## src/rtl/context_engine_pkg.sv

```systemverilog
// context_engine_pkg: shared widths and FSM state encoding for the context engine
package context_engine_pkg;
  localparam int REG_IDX_W = 4;
  localparam int WORD_W = 32;
  typedef enum logic [2:0] {
    IDLE,
    SAVE_RD,
    SAVE_WR,
    REST_RD,
    REST_WR,
    DONE
  } state_t;
endpackage

```

## src/rtl/context_engine.sv

```systemverilog
// context_engine: saves/restores NUM_REGS registers to/from memory at base_addr + idx*ADDR_STRIDE
//   start_save/start_restore  one-cycle requests, accepted only in IDLE (save wins a tie)
//   busy/done                 operation in flight / one-cycle completion pulse
//   rf_*                      register-file read port (combinational data) and full-word write port
//   mem_*                     req/ack memory port; request held stable until mem_ack
module context_engine
  import context_engine_pkg::*;
#(
  parameter int NUM_REGS = 16,
  parameter int ADDR_STRIDE = 4
) (
  input  logic                 clk,
  input  logic                 rst_n,
  input  logic                 start_save,
  input  logic                 start_restore,
  input  logic [WORD_W-1:0]    base_addr,
  output logic                 busy,
  output logic                 done,
  output logic [REG_IDX_W-1:0] rf_rd_addr,
  input  logic [WORD_W-1:0]    rf_rd_data,
  output logic                 rf_wr,
  output logic [REG_IDX_W-1:0] rf_wr_dst,
  output logic [WORD_W-1:0]    rf_wr_data,
  output logic                 rf_high,
  output logic                 rf_low,
  output logic                 mem_req,
  output logic                 mem_we,
  output logic [WORD_W-1:0]    mem_addr,
  output logic [WORD_W-1:0]    mem_wdata,
  input  logic                 mem_ack,
  input  logic [WORD_W-1:0]    mem_rdata
);
  state_t st, st_n;
  logic [REG_IDX_W-1:0] idx, idx_n;
  logic [WORD_W-1:0] base, base_n, word, word_n, addr;
  logic last;
  assign last = idx == REG_IDX_W'(NUM_REGS - 1);
  // 32-bit add wraps naturally past the top of the address space
  assign addr = base + WORD_W'(idx) * WORD_W'(ADDR_STRIDE);
  always_ff @(posedge clk or negedge rst_n) begin
    if (!rst_n) begin
      st   <= IDLE;
      idx  <= '0;
      base <= '0;
      word <= '0;
    end else begin
      st   <= st_n;
      idx  <= idx_n;
      base <= base_n;
      word <= word_n;
    end
  end
  always_comb begin
    st_n   = st;
    idx_n  = idx;
    base_n = base;
    word_n = word;
    case (st)
      IDLE: begin
        if (start_save || start_restore) begin
          st_n   = start_save ? SAVE_RD : REST_RD;
          idx_n  = '0;
          base_n = base_addr;
        end
      end
      SAVE_RD: begin
        word_n = rf_rd_data;
        st_n   = SAVE_WR;
      end
      SAVE_WR: begin
        if (mem_ack) begin
          st_n  = last ? DONE : SAVE_RD;
          idx_n = last ? idx : idx + 1'b1;
        end
      end
      REST_RD: begin
        if (mem_ack) begin
          word_n = mem_rdata;
          st_n   = REST_WR;
        end
      end
      REST_WR: begin
        st_n  = last ? DONE : REST_RD;
        idx_n = last ? idx : idx + 1'b1;
      end
      DONE:    st_n = IDLE;
      default: st_n = IDLE;
    endcase
  end
  // Outputs decode straight from the reset state so an async reset clears them at once
  assign busy       = st != IDLE && st != DONE;
  assign done       = st == DONE;
  assign mem_req    = st == SAVE_WR || st == REST_RD;
  assign mem_we     = st == SAVE_WR;
  assign mem_addr   = mem_req ? addr : '0;
  assign mem_wdata  = mem_we ? word : '0;
  assign rf_rd_addr = idx;
  assign rf_wr      = st == REST_WR;
  assign rf_wr_dst  = rf_wr ? idx : '0;
  assign rf_wr_data = rf_wr ? word : '0;
  assign rf_high    = 1'b0;
  assign rf_low     = 1'b0;
endmodule

```

## config.mk

```make
export PLATFORM = sky130hd
export DESIGN_NAME = context_engine
export DESIGN_NICKNAME = d
export VERILOG_FILES = /design/src/rtl/context_engine_pkg.sv /design/src/rtl/context_engine.sv
export SDC_FILE = /design/constraint.sdc
export NUM_CORES = 1
export LEC_CHECK = 0
export ABC_AREA = 1
export CORE_ASPECT_RATIO = 0.6
export CORE_MARGIN = 1.5
export CORE_UTILIZATION = 27
export CTS_CLUSTER_DIAMETER = 50
export DETAILED_ROUTE_END_ITERATION = 10
export GPL_TIMING_DRIVEN = 1
export HOLD_SLACK_MARGIN = 0.15
export SYNTH_ARGS = -nofsm -noshare
export SYNTH_HDL_FRONTEND = slang
export SYNTH_SLANG_ARGS = --single-unit
```

## constraint.sdc

```tcl
create_clock -name clk -period 1.9 [get_ports clk]
set_input_delay 0.38 -clock clk [delete_from_list [all_inputs] [get_ports clk]]
set_output_delay 0.38 -clock clk [all_outputs]
set_load 0.02 [all_outputs]
```

Word level (Yosys, flattened, before mapping)
Index checks and enable logic that the tools add are counted.
{ "classes": {"addsub": 2, "n_mul": 0, "n_div": 0, "n_lt_le_gt_ge": 0, "eq_ne": 10, "n_shift": 0, "muxes": 17, "n_bitwise": 0, "reduce_logical": 11} }
{ "ops": {"columns": ["op", "n"], "rows": [
  ["two-way mux 32 bit", 4],
  ["case mux 32 bit (2 select lines)", 1],
  ["adder 32 x 6 -> 32 bit", 1],
  ["two-way mux 4 bit", 4],
  ["two-way mux 3 bit", 5],
  ["case mux 3 bit (5 select lines)", 1],
  ["case mux 4 bit (3 select lines)", 1],
  ["== test 3 x 2 -> 1 bit, second input constant", 2],
  ["== test 3 bit, second input constant", 2],
  ["AND reduction 3 bit", 2],
  ["nonzero test 3 bit", 2],
  ["adder 4 x 1 -> 4 bit, second input constant", 1],
  ["== test 4 bit, second input constant", 1],
  ["inequality test 2 bit, second input constant", 2],
  ["AND reduction 2 bit", 2],
  ["== test 3 x 1 -> 1 bit, second input constant", 1],
  ["zero test 3 bit", 1],
  ["inequality test 3 bit, second input constant", 1],
  ["logical OR 1 bit", 2],
  ["two-way mux 2 bit", 1],
  ["inequality test 2 x 1 -> 1 bit, second input constant", 1],
  ["nonzero test 2 bit", 1],
  ["logical AND 1 bit", 1]
]} }
{ "word_totals": {"register_bits": 71, "latch_bits": 0, "mem_bits_rw": 0, "rom_bits": 0, "word_cells": 44, "n_memories": 0} }

Depth between registers and ports, before layout
Gate-level depths: netlist of the first run.
{ "logic_depth": {"ltp_word": 4, "mapped_depth": 10, "ltp_nobuf": 10} }

Worst setup path before layout of the first run
No wires, ideal clock.
{ "synth_timing": {"path_kind": "register -> output", "start": "reg idx[0], in the netlist rf_rd_addr[0]", "end": "out mem_addr[8]", "arrival_time_ns": 2.043, "setup_slack_ns": -0.523, "path_stages_with_launch": 8, "cell_sequence": "dfrtp_1 > ha_1 > fa_1 > inv_1 > nor2_1 > nor2_1 > nor2_1 > a211oi_1"} }
{ "synth_via": {"elab_chain_cells": 2} }
{ "synth_rtl": {"columns": ["item", "line_no", "text"], "rows": [
  ["start: declaration", "context_engine.sv:34", "logic [REG_IDX_W-1:0] idx, idx_n;"],
  ["start signal: assignment", "context_engine.sv:48", "idx <= idx_n;"],
  ["adder 32 x 6 -> 32 bit", "context_engine.sv:39", "assign addr = base + WORD_W'(idx) * WORD_W'(ADDR_STRIDE);"],
  ["two-way mux 32 bit", "context_engine.sv:95", "assign mem_addr = mem_req ? addr : '0;"],
  ["end: declaration", "context_engine.sv:28", "output logic [WORD_W-1:0] mem_addr,"]
]} }
No other way between the ends.

Worst setup path in the final report of the first run
{ "layout_timing": {"start": "reg idx[0], in the netlist rf_rd_addr[0]", "end": "out mem_addr[18]"} }
Same word-level chain as after synthesis.

==> results by stage, run 1 <==
Outcome:
- The run finished, with violations left.
- The checks that failed: setup timing.

STA:
- Based on the critical path, the design can be clocked at up to 0.409 GHz.
- The shortest period the worst path allows is 2.44 ns.
- In the post-route analysis, the smallest setup slack over all paths is -0.544 ns.
- For the final database, setup skew stands at 0.00891 ns.
- The total count of hold-check failures in the final report was 0.
- Setup violations remaining at the end of the flow were counted as 99.
- The fraction of the cycle the final worst path needs is 129%.
- The number of max-slew violations in the final report is 0.
- Setup repair after global routing could not meet its margin everywhere.

Detailed routing:
- The post-detailed-route count of antenna-violating nets is 0.
- The number of violations reported at the end of detailed-routing iteration 0 is 310.
- The number of detailed-route iterations in the first pass is 5.
- The routed layout has 5775 vias.
- The wire length after detailed routing is 20.8 mm.
- In the final routed layout, each cell accounts on average for 16.8 um.
- In the routed design, unresolved DRC markers number 0.
- In the routed layout, each cell is associated on average with a via count of 4.66.

Yosys:
- After synthesis, the largest family of logic cells by area is simple AND/OR/NAND/NOR gates.
- Summing every instance area after synthesis gives 4620 um2.
- Sequential cells were found to cover 38.5% of the synthesized design area.
- The average cell area after synthesis is 6.65 um2.
- The fraction of the mapped netlist area in compound gates is 10.7%.
- Counting distinct cell types in the post-synthesis netlist gives 38.
- The proportion of synthesized area in mux cells is 3.90%.
- The count of state elements after synthesis is 71.
- The adder-cell share of the synthesized area is 1.79%.
- Summing the areas of all and, or, nand and nor instances in the mapped netlist gives 34.9% of the synthesized area.
- The synthesized instance count is 694.
- For this run, asynchronously set or reset flops after synthesis account for 100%.
- In this run, synthesis inferred 0 flip-flops with an integrated enable.
- The share of the synthesized area in the top cell type is 38.5%.
- The dominant cell type by area after synthesis is dfrtp_1.
- The number of warnings printed during yosys synthesis is 0.
- The most used flip-flop cell after synthesis is dfrtp_1.
- The xor and xnor fraction of the mapped netlist area is 0.190%.
- By area the synthesized netlist is led by dfrtp_1 38%, nor2_1 16%, nand2_1 14%.

Min path:
- The path class of the tightest hold or removal check is reg -> reg.

Setup path:
- The worst endpoint required time is 1.52 ns.
- The critical path goes through ha_4 -> fa_2 -> inv_2 -> nor2_4 -> nor2_4 -> inv_4 -> nand2_4 -> o21bai_1 -> nand2_1 -> nor2_4 -> buf_6.
- The startpoint type of the worst setup path is a flop.
- The category of the most critical setup path is reg -> out.
- The critical path buffer and inverter count is 3.
- The critical-path maximum fanout is 4.
- Among cell families on the critical path, the largest total delay comes from adder cells.
- The most frequent cell on the critical path is nor2_4.
- The data arrival time of the critical path is 2.06 ns.
- In this design, the stage delay of the slowest critical-path cell is 0.42 ns.
- The highest-delay cell along the critical path is dfrtp_2.
- The worst setup path is captured at a primary output.

CTS:
- The clock sink count is 71.
- The cell sitting at the root of the clock tree is a clkbuf_16.
- The number of buffers inserted during clock tree synthesis is 9.
- The clock-pin slew reported for the worst setup and hold paths after clock tree synthesis is 0.06 ns.
- Counting along the longest clock path gives a buffer depth of 2.
- The number of levels the H-tree was split into is 3.
- The CTS tree is yes.
- The later pin in the worst-skew pair is clocked with a latency of 0.34 ns.

Pwr:
- IR analysis of the VDD net gives a maximum drop of 0.717 mV.
- Combinational logic is responsible for 73.3% of the overall power.
- The static leakage power is 0.00443 uW.
- The clock network burns 9.6% of the power.
- The power density relative to cell area is 1710 nW/um2.
- Net switching is 48.4% of the power.
- The overall power is 16700 uW.
- The internal portion of the total power is 8620 uW.
- Registers are responsible for 17.1% of the overall power.
- The total net switching power is 8080 uW.

GRT:
- The residual overflow from global routing is 0.
- The overall global routing resource usage is 20.9%.
- The first global-routing pass estimated 29.0 mm of wire.
- The number of global-route vias before repair is 5247.
- Entering global routing, the biggest net connects 72 pins.
- The initial antenna violation count is 0.

Finish:
- The most common library cell in the layout ignoring fill and taps is nand2_1.
- The number of antenna diodes in the final layout is 0.
- The top cell types in the final layout, fill and taps aside, are 136 x nand2_1, 107 x buf_6, 100 x clkdlybuf4s50_1.
- The final layout contains 1114 nets.
- The share of cells above drive strength 1 is 45.7%.
- The area growth from synthesis to layout is 111%.
- The multi-input combinational cells in the finished layout cover a total of 3650 um2.
- The layout filler cell count is 1470.
- After the flow finishes, the layout carries non-filler instances totaling 1240.
- The footprint of the flip-flops and latches is 1790 um2.

Die:
- For this design the top-level I/O count stands at 212.
- The die covers 17900 um2.
- The starting utilization of the core area is 28.0%.
- The core outline area is 16500 um2.
- In this run the core area contains 36 standard-cell rows.
- The die width is 172 um.
- The die boundary height is 104 um.

Place:
- The HPWL after detailed placement is 13.4 mm.
- The weighted congestion reported at the end of routability-driven placement is 0.858.
- In this run the tool buffered the top-level ports with 209 buffer cells.
- The placed cell count is 1190.

Job:
- The max-capacitance violation count is 0.
==> logic make-up (layout without fill, tap and decap cells) <==
logic type      count (synthesis)  count (layout)
flops                          71              71
buf+inv                       108             424
simple gates                  405             406
mux                            16              16
compound gates                 86              86
fa+ha+maj                       6               6
xor+xnor                        1               1
other cells                     1               2
==> per-layer routing <==
| metal | global-route usage [%] | wire length (um) |
|---|---|---|
| met5 | 0 | 0 |
| met4 | 3.17 | 106 |
| met3 | 5.29 | 1500 |
| met2 | 28.2 | 8340 |
| met1 | 33.3 | 10900 |
==> power groups by stage <==
| stage | Combinational, uW | Sequential [uW] | Clock, uW |
|---|---|---|---|
| 6_report | 12200 | 2850 | 1600 |
| 5_1_grt | 13100 | 2940 | 1690 |
| 4_1_cts | 9590 | 2820 | 1620 |
| 3_5_place_dp | 9150 | 2820 | 0 |
| 3_3_place_gp | 9100 | 2810 | 0 |
| 2_1_floorplan | 5050 | 2780 | 0 |
==> repair_timing <==
item	4_1_cts	5_1_grt
buffers inserted	13	12
hold endpoints to repair	71	0
cloned	4	6
hold buffers	1	0
gates resized for setup	611	328
endpoints found under the setup margin	106	107
pin swaps	28	34
==> registers in the layout, summed over array words and instances, names as in the netlist <==
register	count
base	32
word	32
st	3
rf_rd_addr	4
==> through the flow <==
step	instance area (um2)	hold slack [ns]	TNS [ns]	worst slack (ns)	utilization, %
final	9760	0.536	-17.60	-0.544	59.2
after detailed placement	7800	0.431	-25.98	-0.733	47.3
after global placement	7800	0.437	-25.05	-0.726	47.3
after CTS	8400	0.519	-13.76	-0.542	50.9
after floorplan	4850	0.0844	-1.55	-0.192	-
after global routing	9760	0.558	-24.92	-0.651	59.2
==> path summary, 6_finish.rpt <==
| path | depth (start not counted) | from | slack [ns] | end |
|---|---|---|---|---|
| max | 11 | rf_rd_addr[0] | -0.54 | mem_addr[18] |
| min | 2 | base[0] | 0.54 | base[0] |
| max reg2reg | 11 | st[2] | 0.05 | rf_rd_addr[1] |
| min reg2reg | 2 | base[0] | 0.54 | base[0] |
| max in group asynchronous | 3 | rst_n | 0.95 | rf_rd_addr[0] |
| min in group asynchronous | 3 | rst_n | 0.61 | base[12] |
==> layout make-up <==
| type | instances | area share [%] |
|---|---|---|
| multi-input combinational | 517 | 37.4 |
| timing repair buffer | 330 | 35.5 |
| sequential | 71 | 18.3 |
| inverter | 78 | 3.18 |
| tap | 228 | 2.92 |
| clock buffer | 12 | 2.53 |
| clock inverter | 4 | 0.231 |
==> synthesized netlist by cell type (2+ instances only) <==
cell type    n
nor2_1     193
nand2_1    171
inv_1       75
dfrtp_1     71
a31oi_1     33
a21oi_1     29
nand3_1     24
o21ai_0     16
buf_2       10
mux2_1       9
clkbuf_1     8
mux2_2       7
buf_1        5
ha_1         5
buf_6        4
nor3_1       4
buf_4        3
nand4_1      3
inv_2        2
nand2_2      2
nand2_4      2
nor2_4       2
==> worst register-to-register path: stages, from the launching register on <==
cell,delay (ns)
dfrtp_1,0.41
nor2_4,0.16
buf_6,0.12
buf_6,0.11
nand2_8,0.10
clkbuf_16,0.19
buf_4,0.15
nand2_4,0.08
a21oi_4,0.06
nor2_4,0.16
buf_6,0.13
o21ai_0,0.07
Power figures use the tool's default switching activity.
==> run 2: changes to the inputs <==
- DONT_BUFFER_PORTS: unset -> 1
==> run 2 against run 1 <==
  * The run ends with hold timing, setup timing left
  * Register-to-register slack worse by 0.02 ns
  * Maximum frequency down 1.6%
  * Sequential power rose by 3%
  * Clock power rose by 22%
  * Critical path type unchanged
  * Critical endpoint is now mem_addr[10]
  * Non-clock buffer count decreased by 174
  * Core utilization shrank 9.0 points
==> results by stage, run 2 (synthesized netlist as in run 1, its figures left out) <==
CTS:
- The clock insertion delay at the later pin of the skew report is 0.33 ns.
- The number of levels the H-tree was split into is 3.
- The buffer depth of the longest clock path is 2.
- The clock-pin slew reported for the worst setup and hold paths after clock tree synthesis is 0.06 ns.
- The tree is rooted in a clkbuf_16.
- After clock tree synthesis, the flow added hold-fix buffers numbering 1.
- The clock drives 71 sinks.
- The CTS tree is yes.
- In this run, CTS created clock tree buffers numbering 9.

Place:
- The area after detailed placement is 5980 um2.
- The weighted congestion reported at the end of routability-driven placement is 0.848.
- In this run the tool buffered the top-level ports with 0 buffer cells.
- Once placement completed, the tool counted placed cells totaling 1018.
- The post-placement worst setup slack is -0.264 ns.
- The HPWL after detailed placement is 12.1 mm.

Finish:
- In the layout the commonest cells are 132 x nand2_1, 98 x nor2_4, 90 x buf_6.
- The area growth from synthesis to layout is 79.3%.
- With fillers left out, the area of the finished cells amounts to 8270 um2.
- The most common library cell in the layout ignoring fill and taps is nand2_1.
- The share of cells above drive strength 1 is 47.6%.
- The total number of nets in the final design is 940.
- The count of cells in the finished layout, fillers not included, comes to 1067.
- Counting the fill cells in the layout gives 1539.

Setup path:
- STA classifies the critical path endpoint as a primary output.
- The critical path contains buffers and inverters numbering 2 combined.
- STA puts the critical path data required time at 1.52 ns.
- By startpoint and endpoint, the worst setup path is classified as reg -> out.
- Counting buffers and inverters, the worst setup path is 9 cells deep.
- For this run, the slowest stage of the critical path takes 0.43 ns.
- The highest-delay cell along the critical path is dfrtp_2.
- The cell family contributing the most delay on the critical path is adder cells.
- The count of cells along the worst register-to-register path is 9.
- The most frequent cell on the critical path is inv_2.
- Of all nets on the critical path, the largest fanout is 4.
- For the worst setup path, the data arrival time is 2.10 ns.
- The startpoint type of the worst setup path is a flop.
- For flop-to-flop paths, the worst setup slack is 0.03 ns.
- The critical path goes through ha_4 -> fa_2 -> inv_2 -> nor2_2 -> nor2_4 -> inv_2 -> nand2_4 -> o21ai_4 -> a21oi_4.

Detailed routing:
- The count of nets left with antenna violations once routing finished came out at 0.
- After the first detailed-routing iteration, the DRC count stood at 373.
- The detailed router placed 5184 vias in this run.
- The number of detailed-route iterations in the first pass is 5.
- In the routed design, unresolved DRC markers number 0.
- Dividing the detail-routed via count by the number of cells gives 4.86.
- The wire length after detailed routing is 18.8 mm.
- The mean routed wirelength per cell is 17.6 um.

Die:
- The die is 172 um wide.
- The starting utilization of the core area is 28.0%.
- The total area inside the core boundary comes to 16500 um2.
- The die covers 17900 um2.
- The die boundary height is 104 um.
- 212 I/O pins were placed.
- The floorplan has 36 rows.

Min path:
- The min-delay analysis places its worst path in the category in -> async.

GRT:
- In the global route stage, overall resource usage came out at 18.8%.
- The global-route wire length before repair is 26.1 mm.
- Global routing finished with a remaining overflow of 0.
- The initial antenna violation count is 2.
- Entering global routing, the biggest net connects 72 pins.
- The number of global-route vias before repair was 4770.

Outcome:
- The checks that failed: hold timing, setup timing.
- The flow ran to the end, but the final reports show violations.

STA:
- The fraction of the cycle the final worst path needs is 131%.
- The total count of hold-check failures in the final report is 71.
- The total negative slack is -14.76 ns.
- The slack of the critical path is -0.584 ns.
- The largest clock skew in the final design is 0.0108 ns.
- Derived from the worst setup path, the maximum achievable clock frequency is 0.403 GHz.
- The number of max-slew violations in the final report is 0.
- The shortest period the worst path allows is 2.48 ns.
- The count of final setup violators is 95.
- Across all hold checks on the routed design, the worst slack comes to -0.259 ns.
- Setup repair after global routing could not meet its margin everywhere.

Job:
- Across the run, the number of max-cap violations was 0.

Pwr:
- The static leakage power is 0.00372 uW.
- The power density relative to cell area is 1930 nW/um2.
- The worst ir drop on vdd is 0.799 mV.
run 2: changes by cell type in the layout (fill, tap and decap cells not counted), sizes merged:
cell,before,now
dlymetal6s2s,2,0
clkinv,4,1
bufinv,0,3
clkinvlp,1,3
buf,221,149
dlygate4sd2,1,0
diode,0,1
inv,77,76
clkdlybuf4s50,100,0
run 2: metrics by stage:
stage                     total power (uW)  util, %
after floorplan                       7830        -
after global placement               10300     36.3
after detailed placement             10400     36.3
after CTS                            13400     41.6
after global routing                 16900     50.2
final                                16000     50.2
run 2: worst paths after layout:
check	from	end
min in group clk	mem_ack	st[0]
min reg2reg	word[21]	word[21]
max	rf_rd_addr[0]	mem_addr[10]
min	rst_n	base[8]
max reg2reg	st[0]	base[21]
max in group asynchronous	rst_n	base[21]
run 2: area by class of cell:
type | instances | area [um2] | share of cell area [%]
well taps | 228 | 285 | 3.45
clock buffers | 11 | 233 | 2.81
diodes | 1 | 2.50 | 0.0302
repair buffers | 156 | 1810 | 21.8
inverters | 78 | 308 | 3.72
flip-flops and latches | 71 | 1790 | 21.6
multi-input cells | 517 | 3750 | 45.3
clock inverters | 5 | 106 | 1.29
run 2: routing by layer:
metal	share of wire (%)	up-vias	track usage (%)
li1	-	2463	-
met2	43	179	25.5
met5	0.064	-	0
met4	0.52	2	2.73
met3	7.6	12	6.16
met1	49	2528	28.8
run 2: what timing repair did:
item / in CTS / in global routing
setup endpoints to repair: 65 / 103
hold endpoints to repair: 72 / 71
pin swaps: 40 / 37
gates cloned: 3 / 7
gates resized for setup: 110 / 297
setup buffers: 8 / 15
run 2: where the power goes:
group	internal, uW	switching, uW
clock network	1290	672
logic	4560	6520
registers	2280	646
